--- config.mk ---
export PLATFORM = sky130hd
export DESIGN_NAME = aq_gemac_mdio_slave
export DESIGN_NICKNAME = d
export VERILOG_FILES = /design/src/rtl/aq_gemac_mdio_pkg.sv /design/src/rtl/aq_gemac_mdc_sync.sv /design/src/rtl/aq_gemac_mdio_slave.sv
export SDC_FILE = /design/constraint.sdc
export NUM_CORES = 1
export LEC_CHECK = 0
export CELL_PAD_IN_SITES_DETAIL_PLACEMENT = 1
export CELL_PAD_IN_SITES_GLOBAL_PLACEMENT = 2
export CORE_ASPECT_RATIO = 1.75
export CORE_UTILIZATION = 36
export CTS_BUF_LIST = sky130_fd_sc_hd__clkbuf_16
export CTS_CLUSTER_SIZE = 16
export DETAILED_ROUTE_END_ITERATION = 16
export PLACE_DENSITY_LB_ADDON = 0.1
export SLEW_MARGIN = 20
export SYNTH_ARGS = -nofsm -noshare
export SYNTH_HDL_FRONTEND = slang
export SYNTH_SLANG_ARGS = --single-unit
--- constraint.sdc ---
create_clock -name i_clk -period 3.1 [get_ports i_clk]
set_input_delay 0.465 -clock i_clk [delete_from_list [all_inputs] [get_ports i_clk]]
set_output_delay 0.465 -clock i_clk [all_outputs]
set_load 0.01 [all_outputs]
--- src/rtl/aq_gemac_mdio_pkg.sv ---
// aq_gemac_mdio_pkg: shared state encodings, opcodes and field widths for the Clause 22 MDIO responder.
package aq_gemac_mdio_pkg;
    typedef enum logic [2:0] {
        S_PREAMBLE,
        S_ST,
        S_OP,
        S_PHYAD,
        S_REGAD,
        S_TA,
        S_DATA
    } state_t;
    localparam logic [1:0] OP_READ  = 2'b10;
    localparam logic [1:0] OP_WRITE = 2'b01;
    localparam logic [1:0] ST       = 2'b01;
    localparam int PHYAD_W = 5;
    localparam int REGAD_W = 5;
    localparam int DATA_W  = 16;
    function automatic logic op_valid(input logic [1:0] op);
        return (op == OP_READ) || (op == OP_WRITE);
    endfunction
endpackage

--- src/rtl/aq_gemac_mdc_sync.sv ---
// aq_gemac_mdc_sync: 2-FF synchronizer for MDC/MDIO with single-cycle MDC rise/fall pulses.
module aq_gemac_mdc_sync (
    input  logic i_clk,
    input  logic i_rst_n,
    input  logic i_mdc,
    input  logic i_mdio,
    output logic o_mdio,
    output logic o_rise,
    output logic o_fall
);
    logic [1:0] r_mdc_sync;
    logic [1:0] r_mdio_sync;
    logic       r_mdc_dly;
    always_ff @(posedge i_clk) begin
        if (!i_rst_n) begin
            r_mdc_sync  <= '0;
            r_mdio_sync <= '0;
            r_mdc_dly   <= 1'b0;
        end else begin
            r_mdc_sync  <= {r_mdc_sync[0], i_mdc};
            r_mdio_sync <= {r_mdio_sync[0], i_mdio};
            r_mdc_dly   <= r_mdc_sync[1];
        end
    end
    assign o_mdio = r_mdio_sync[1];
    assign o_rise = r_mdc_sync[1] & ~r_mdc_dly;
    assign o_fall = ~r_mdc_sync[1] & r_mdc_dly;
endmodule

--- src/rtl/aq_gemac_mdio_slave.sv ---
// aq_gemac_mdio_slave: Clause 22 MDIO responder driving a 32x16 register strobe port.
// Optional preamble suppression: define AQ_GEMAC_MDIO_PRE_SUPPRESS_EN.
module aq_gemac_mdio_slave
    import aq_gemac_mdio_pkg::*;
#(
    parameter logic [4:0] PHY_ADDR = 5'd1,
    parameter logic [5:0] PRE_LEN  = 6'd32
) (
    input  logic        i_clk,
    input  logic        i_rst_n,
    input  logic        i_mdc,
    input  logic        i_mdio_in,
    output logic        o_mdio_out,
    output logic        o_mdio_out_enable,
    output logic [4:0]  o_reg_addr,
    output logic [15:0] o_reg_wdata,
    output logic        o_reg_we,
    output logic        o_reg_re,
    input  logic [15:0] i_reg_rdata,
    output logic        o_frame_err
);
    logic        w_bit;
    logic        w_rise;
    logic        w_fall;
    logic [15:0] w_shift_nxt;
    logic [5:0]  w_pre_req;
    state_t      r_state;
    logic [5:0]  r_pcnt;
    logic [3:0]  r_bcnt;
    logic [15:0] r_shift;
    logic        r_op_rd;
    logic        r_match;
    logic        r_rd_act;
    logic [4:0]  r_fcnt;
    logic [15:0] r_tx;
    logic        r_re_d;
    logic        r_mdio_out;
    logic        r_mdio_oe;
    logic [4:0]  r_reg_addr;
    logic [15:0] r_reg_wdata;
    logic        r_reg_we;
    logic        r_reg_re;
    logic        r_frame_err;

    aq_gemac_mdc_sync u_sync (
        .i_clk   (i_clk),
        .i_rst_n (i_rst_n),
        .i_mdc   (i_mdc),
        .i_mdio  (i_mdio_in),
        .o_mdio  (w_bit),
        .o_rise  (w_rise),
        .o_fall  (w_fall)
    );

    assign w_shift_nxt = {r_shift[14:0], w_bit};

`ifdef AQ_GEMAC_MDIO_PRE_SUPPRESS_EN
    logic r_sup;
    always_ff @(posedge i_clk) begin
        if (!i_rst_n)
            r_sup <= 1'b0;
        else if (r_frame_err)
            r_sup <= 1'b0;
        else if (w_rise && r_state == S_DATA && r_bcnt == 4'(DATA_W - 1) && r_match)
            r_sup <= 1'b1;
    end
    assign w_pre_req = r_sup ? 6'd1 : PRE_LEN;
`else
    assign w_pre_req = PRE_LEN;
`endif

    always_ff @(posedge i_clk) begin
        if (!i_rst_n) begin
            r_state     <= S_PREAMBLE;
            r_pcnt      <= '0;
            r_bcnt      <= '0;
            r_shift     <= '0;
            r_op_rd     <= 1'b0;
            r_match     <= 1'b0;
            r_rd_act    <= 1'b0;
            r_fcnt      <= '0;
            r_tx        <= '0;
            r_re_d      <= 1'b0;
            r_mdio_out  <= 1'b0;
            r_mdio_oe   <= 1'b0;
            r_reg_addr  <= '0;
            r_reg_wdata <= '0;
            r_reg_we    <= 1'b0;
            r_reg_re    <= 1'b0;
            r_frame_err <= 1'b0;
        end else begin
            r_reg_we    <= 1'b0;
            r_reg_re    <= 1'b0;
            r_frame_err <= 1'b0;
            r_re_d      <= r_reg_re;
            if (r_re_d)
                r_tx <= i_reg_rdata;
            if (w_rise) begin
                r_shift <= w_shift_nxt;
                r_bcnt  <= r_bcnt + 4'd1;
                unique case (r_state)
                    S_PREAMBLE: begin
                        r_bcnt <= '0;
                        if (w_bit)
                            r_pcnt <= (r_pcnt < PRE_LEN) ? r_pcnt + 6'd1 : r_pcnt;
                        else if (r_pcnt >= w_pre_req) begin
                            r_state <= S_ST;
                            r_pcnt  <= '0;
                        end else
                            r_pcnt <= '0;
                    end
                    S_ST: begin
                        r_bcnt      <= '0;
                        r_state     <= w_bit ? S_OP : S_PREAMBLE;
                        r_frame_err <= ~w_bit;
                    end
                    S_OP: if (r_bcnt == 4'd1) begin
                        r_bcnt      <= '0;
                        r_op_rd     <= w_shift_nxt[1:0] == OP_READ;
                        r_state     <= op_valid(w_shift_nxt[1:0]) ? S_PHYAD : S_PREAMBLE;
                        r_frame_err <= ~op_valid(w_shift_nxt[1:0]);
                    end
                    S_PHYAD: if (r_bcnt == 4'(PHYAD_W - 1)) begin
                        r_bcnt  <= '0;
                        r_match <= w_shift_nxt[4:0] == PHY_ADDR;
                        r_state <= S_REGAD;
                    end
                    S_REGAD: if (r_bcnt == 4'(REGAD_W - 1)) begin
                        r_bcnt  <= '0;
                        r_state <= S_TA;
                        if (r_match) begin
                            r_reg_addr <= w_shift_nxt[4:0];
                            if (r_op_rd) begin
                                r_reg_re <= 1'b1;
                                r_rd_act <= 1'b1;
                                r_fcnt   <= '0;
                            end
                        end
                    end
                    S_TA: if (r_bcnt == 4'd1) begin
                        r_bcnt  <= '0;
                        r_state <= S_DATA;
                    end
                    S_DATA: if (r_bcnt == 4'(DATA_W - 1)) begin
                        r_bcnt  <= '0;
                        r_pcnt  <= '0;
                        r_state <= S_PREAMBLE;
                        if (r_match && !r_op_rd) begin
                            r_reg_we    <= 1'b1;
                            r_reg_wdata <= w_shift_nxt;
                        end
                    end
                    default: r_state <= S_PREAMBLE;
                endcase
            end
            // Fall count 0 is the TA1 high-Z slot, 1 drives TA2 low, 2..17 carry data, 18 releases.
            if (w_fall && r_rd_act) begin
                r_fcnt <= r_fcnt + 5'd1;
                if (r_fcnt == 5'd1) begin
                    r_mdio_oe  <= 1'b1;
                    r_mdio_out <= 1'b0;
                end else if (r_fcnt >= 5'd2 && r_fcnt <= 5'd17) begin
                    r_mdio_out <= r_tx[15];
                    r_tx       <= {r_tx[14:0], 1'b0};
                end else if (r_fcnt == 5'd18) begin
                    r_mdio_oe  <= 1'b0;
                    r_mdio_out <= 1'b0;
                    r_rd_act   <= 1'b0;
                end
            end
        end
    end

    assign o_mdio_out        = r_mdio_out;
    assign o_mdio_out_enable = r_mdio_oe;
    assign o_reg_addr        = r_reg_addr;
    assign o_reg_wdata       = r_reg_wdata;
    assign o_reg_we          = r_reg_we;
    assign o_reg_re          = r_reg_re;
    assign o_frame_err       = r_frame_err;
endmodule

==> flow_metrics.env <==
export IMPL_outcome="complete, no violations"
export IMPL_cp_slowest_cell="nand2b_1"
export IMPL_placement_setup_worst_slack_ns=0.778
export IMPL_drive_gt1_share_pct=6.43
export IMPL_syn_cell_area_sq_mm=0.00369
export IMPL_cts_max_level=3
export IMPL_hold_class="flip-flop to flip-flop"
export IMPL_die_y_um=136
export IMPL_end_kind="flip-flop"
export IMPL_fin_crit_ns=2.34
export IMPL_yosys_area_top_type_share_pct=45.5
export IMPL_antenna_found_initial=0
export IMPL_yosysMostFrequentCell="dfxtp_1"
export IMPL_synth_cells=412
export IMPL_antenna_cells=0
export IMPL_gp_congestion=0.742
export IMPL_synth_edf_count=0
export IMPL_hold_buffers=0
export IMPL_period_share_pct=75.4
export IMPL_yosysWarnings=0
export IMPL_areaGrowthSynthToFinish_pct=22.9
export IMPL_drtIter0Drc=81
export IMPL_syn_avg_cell_area_sq_um=8.96
export IMPL_worst_slew_pin_slew_ns=1.01
export IMPL_syn_num_nets=442
export IMPL_cp_arrival_ns=2.57
export IMPL_cap_viol_max_count=0
export IMPL_cts_tree="yes"
export IMPL_crit_path_max_fanout=16
export IMPL_cp_required_ns=3.33
export IMPL_start_util_pct=37.3
export IMPL_grt_pass1_vias=3243
export IMPL_die_area_sq_mm=0.0107
export IMPL_setup_ws_ns=0.762
export IMPL_path_cells="inv_1, ha_1, o21bai_1, a21o_1, nand2b_1, a211oi_1"
export IMPL_gr_total_overflow=0
export IMPL_num_vias=3055
export IMPL_hpwl_um=6330
export IMPL_dr_pass1_iters=4
export IMPL_std_cell_rows=48
export IMPL_grt_usage_pct=18.6
export IMPL_clock_path_buffers=2
export IMPL_ys_seq_area_share_pct=45.5
export IMPL_ys_seq_elements=84
export IMPL_max_clock_freq_mhz=428
export IMPL_rsz0062_at_grt="no"
export IMPL_p_per_area_mw_per_mm2=509
export IMPL_min_from="u_sync.r_mdc_sync[0]"
export IMPL_totalPowerFinal_mw=2.31
export IMPL_post_cts_buffers=0
export IMPL_r2r_slack_ns=0.76
export IMPL_synth_area_top_cells="dfxtp_1 46%, mux2i_1 11%, nand2_1 4.5%"
export IMPL_synth_flop_cell="dfxtp_1"
export IMPL_drt_wl_total_um=9030
export IMPL_criticalPathCategory="flip-flop to flip-flop"
export IMPL_async_flop_share_pct=0
export IMPL_drv_slew=0
export IMPL_slowest_delay_ns=0.54
export IMPL_clk_pin_slew_ns=0.06
export IMPL_setup_tns_ns=0
export IMPL_p_leak_nw=1.65
export IMPL_die_x_um=78.6
export IMPL_hold_end="u_sync.r_mdc_sync[1]"
export IMPL_slew_headroom_pct=32.6
export IMPL_clk_insertion_delay_late_ns=0.34
export IMPL_cts_sinks=84
export IMPL_crit_path_start_kind="flip-flop"
export IMPL_io_buffers=45
export IMPL_hold_depth=1
export IMPL_grt_pass1_wl_um=15300
export IMPL_cts_inserted_buffers=9
export IMPL_yosysTopAreaCell="dfxtp_1"
export IMPL_finalSetupViolations=0
export IMPL_wl_per_cell_um=15.7
export IMPL_finalNetCount=476
export IMPL_ant_nets=0
export IMPL_hold_violations=0
export IMPL_ys_types=52
export IMPL_core_sq_mm=0.00991
export IMPL_peakVddDrop_mv=0.306
export IMPL_cts_resized=0
export IMPL_skew_ns=0.00860
export IMPL_grt_max_degree=51
export IMPL_ctsRootBufferMaster="clkbuf_16"
export IMPL_r2r_cells=6
export IMPL_worstReg2RegStart="r_fcnt[1]"
export IMPL_yosys_top_cells_count="84 x dfxtp_1, 44 x nand2_1, 41 x mux2i_1, 36 x nor2_1, 29 x a21oi_1"
export IMPL_r2r_end="r_tx[12]"
export IMPL_drcViolationCount=0
export IMPL_ios=46
export IMPL_vias_per_cell=5.30
## registers in the layout (all words and copies together) (netlist names), 2 cells and up
| signal | cells |
|---|---|
| o_reg_addr | 5 |
| o_reg_wdata | 16 |
| r_bcnt | 4 |
| r_fcnt | 5 |
| r_pcnt | 6 |
| r_shift | 15 |
| r_state | 3 |
| r_tx | 16 |
| u_sync.r_mdc_sync | 2 |
| u_sync.r_mdio_sync | 2 |
## cells by family after synthesis
family                   after synthesis  synth area share, %
AO/OA/AOI/OAI                         80                 14.0
XOR/XNOR                               3                0.712
adder cells (fa/ha/maj)               10                 3.39
buffers and inverters                 43                 4.95
flip-flops                            84                 45.5
multiplexers                          43                 11.7
AND/OR/NAND/NOR                      149                 19.7
## area by class of cell
| type | instances | area (sq um) |
|---|---|---|
| Inverter | 14 | 52.6 |
| Multi-Input combinational cell | 285 | 1830 |
| Timing Repair Buffer | 52 | 503 |
| Fill cell | 1174 | 5370 |
| Tap cell | 125 | 156 |
| Clock inverter | 7 | 92.6 |
| Clock buffer | 9 | 225 |
| Sequential cell | 84 | 1680 |
## report_power, final
part           switching (mW)  internal (mW)
registers             0.00662           1.08
clock network           0.442          0.703
logic                  0.0396         0.0364
total                   0.489           1.82
## cell usage in the layout (no fill, tap or decap), types with 3 or more instances in the layout
cell / count
a31oi_1: 5
dfxtp_1: 84
nand3_1: 11
inv_1: 14
nor4_1: 3
clkbuf_16: 9
nor3_1: 18
o31ai_1: 4
nor3b_1: 3
or4_1: 5
a211oi_1: 16
nand3b_1: 6
clkdlybuf4s50_1: 45
and2_1: 7
nor2_1: 36
nand2_1: 44
o21ai_0: 9
ha_1: 10
a21oi_1: 29
mux2i_1: 41
buf_4: 7
## how the worst max path moves through the flow
stage,from,end,slack (ns),cells after the start
final,r_fcnt[1],r_tx[12],0.76,6
after global routing,r_fcnt[0],r_tx[12],0.57,6
after CTS,r_bcnt[0],o_reg_wdata[13],0.77,5
after detailed placement,r_bcnt[0],o_reg_wdata[13],0.78,5
after global placement,r_bcnt[0],o_reg_wdata[11],0.84,5
after floorplan,r_fcnt[1],r_tx[10],1.22,8
## through the flow
stage / hold slack (ns) / instances / util, % / area [sq um]
6_report: 0.444 / 576 / 45.8 / 4540
5_1_grt: 0.473 / 576 / 45.8 / 4540
4_1_cts: 0.448 / 576 / 45.8 / 4540
3_5_place_dp: 0.426 / 560 / 42.6 / 4220
3_3_place_gp: 0.417 / 560 / 42.6 / 4220
2_1_floorplan: 0.412 / 412 / - / 3690
## critical path, delay by kind of cell (launching register included)
kind,cells,cell delay (ns)
buffers and inverters,1,0.08
AO/OA/AOI/OAI,3,0.90
adder cells (fa/ha/maj),1,0.24
flip-flops,1,0.48
AND/OR/NAND/NOR,1,0.54
## metal layers
metal / vias up / share of wire (%) / track usage [%] / routed length [um]
li1: 1511 / - / - / -
met1: 1490 / 42 / 19.5 / 3790
met2: 39 / 53 / 33.9 / 4780
met3: 15 / 2.5 / 4.30 / 222
met4: 0 / 2.7 / 9.26 / 240
met5: - / 0 / 0 / 0
Note: power is estimated with default switching activity, not from simulation.
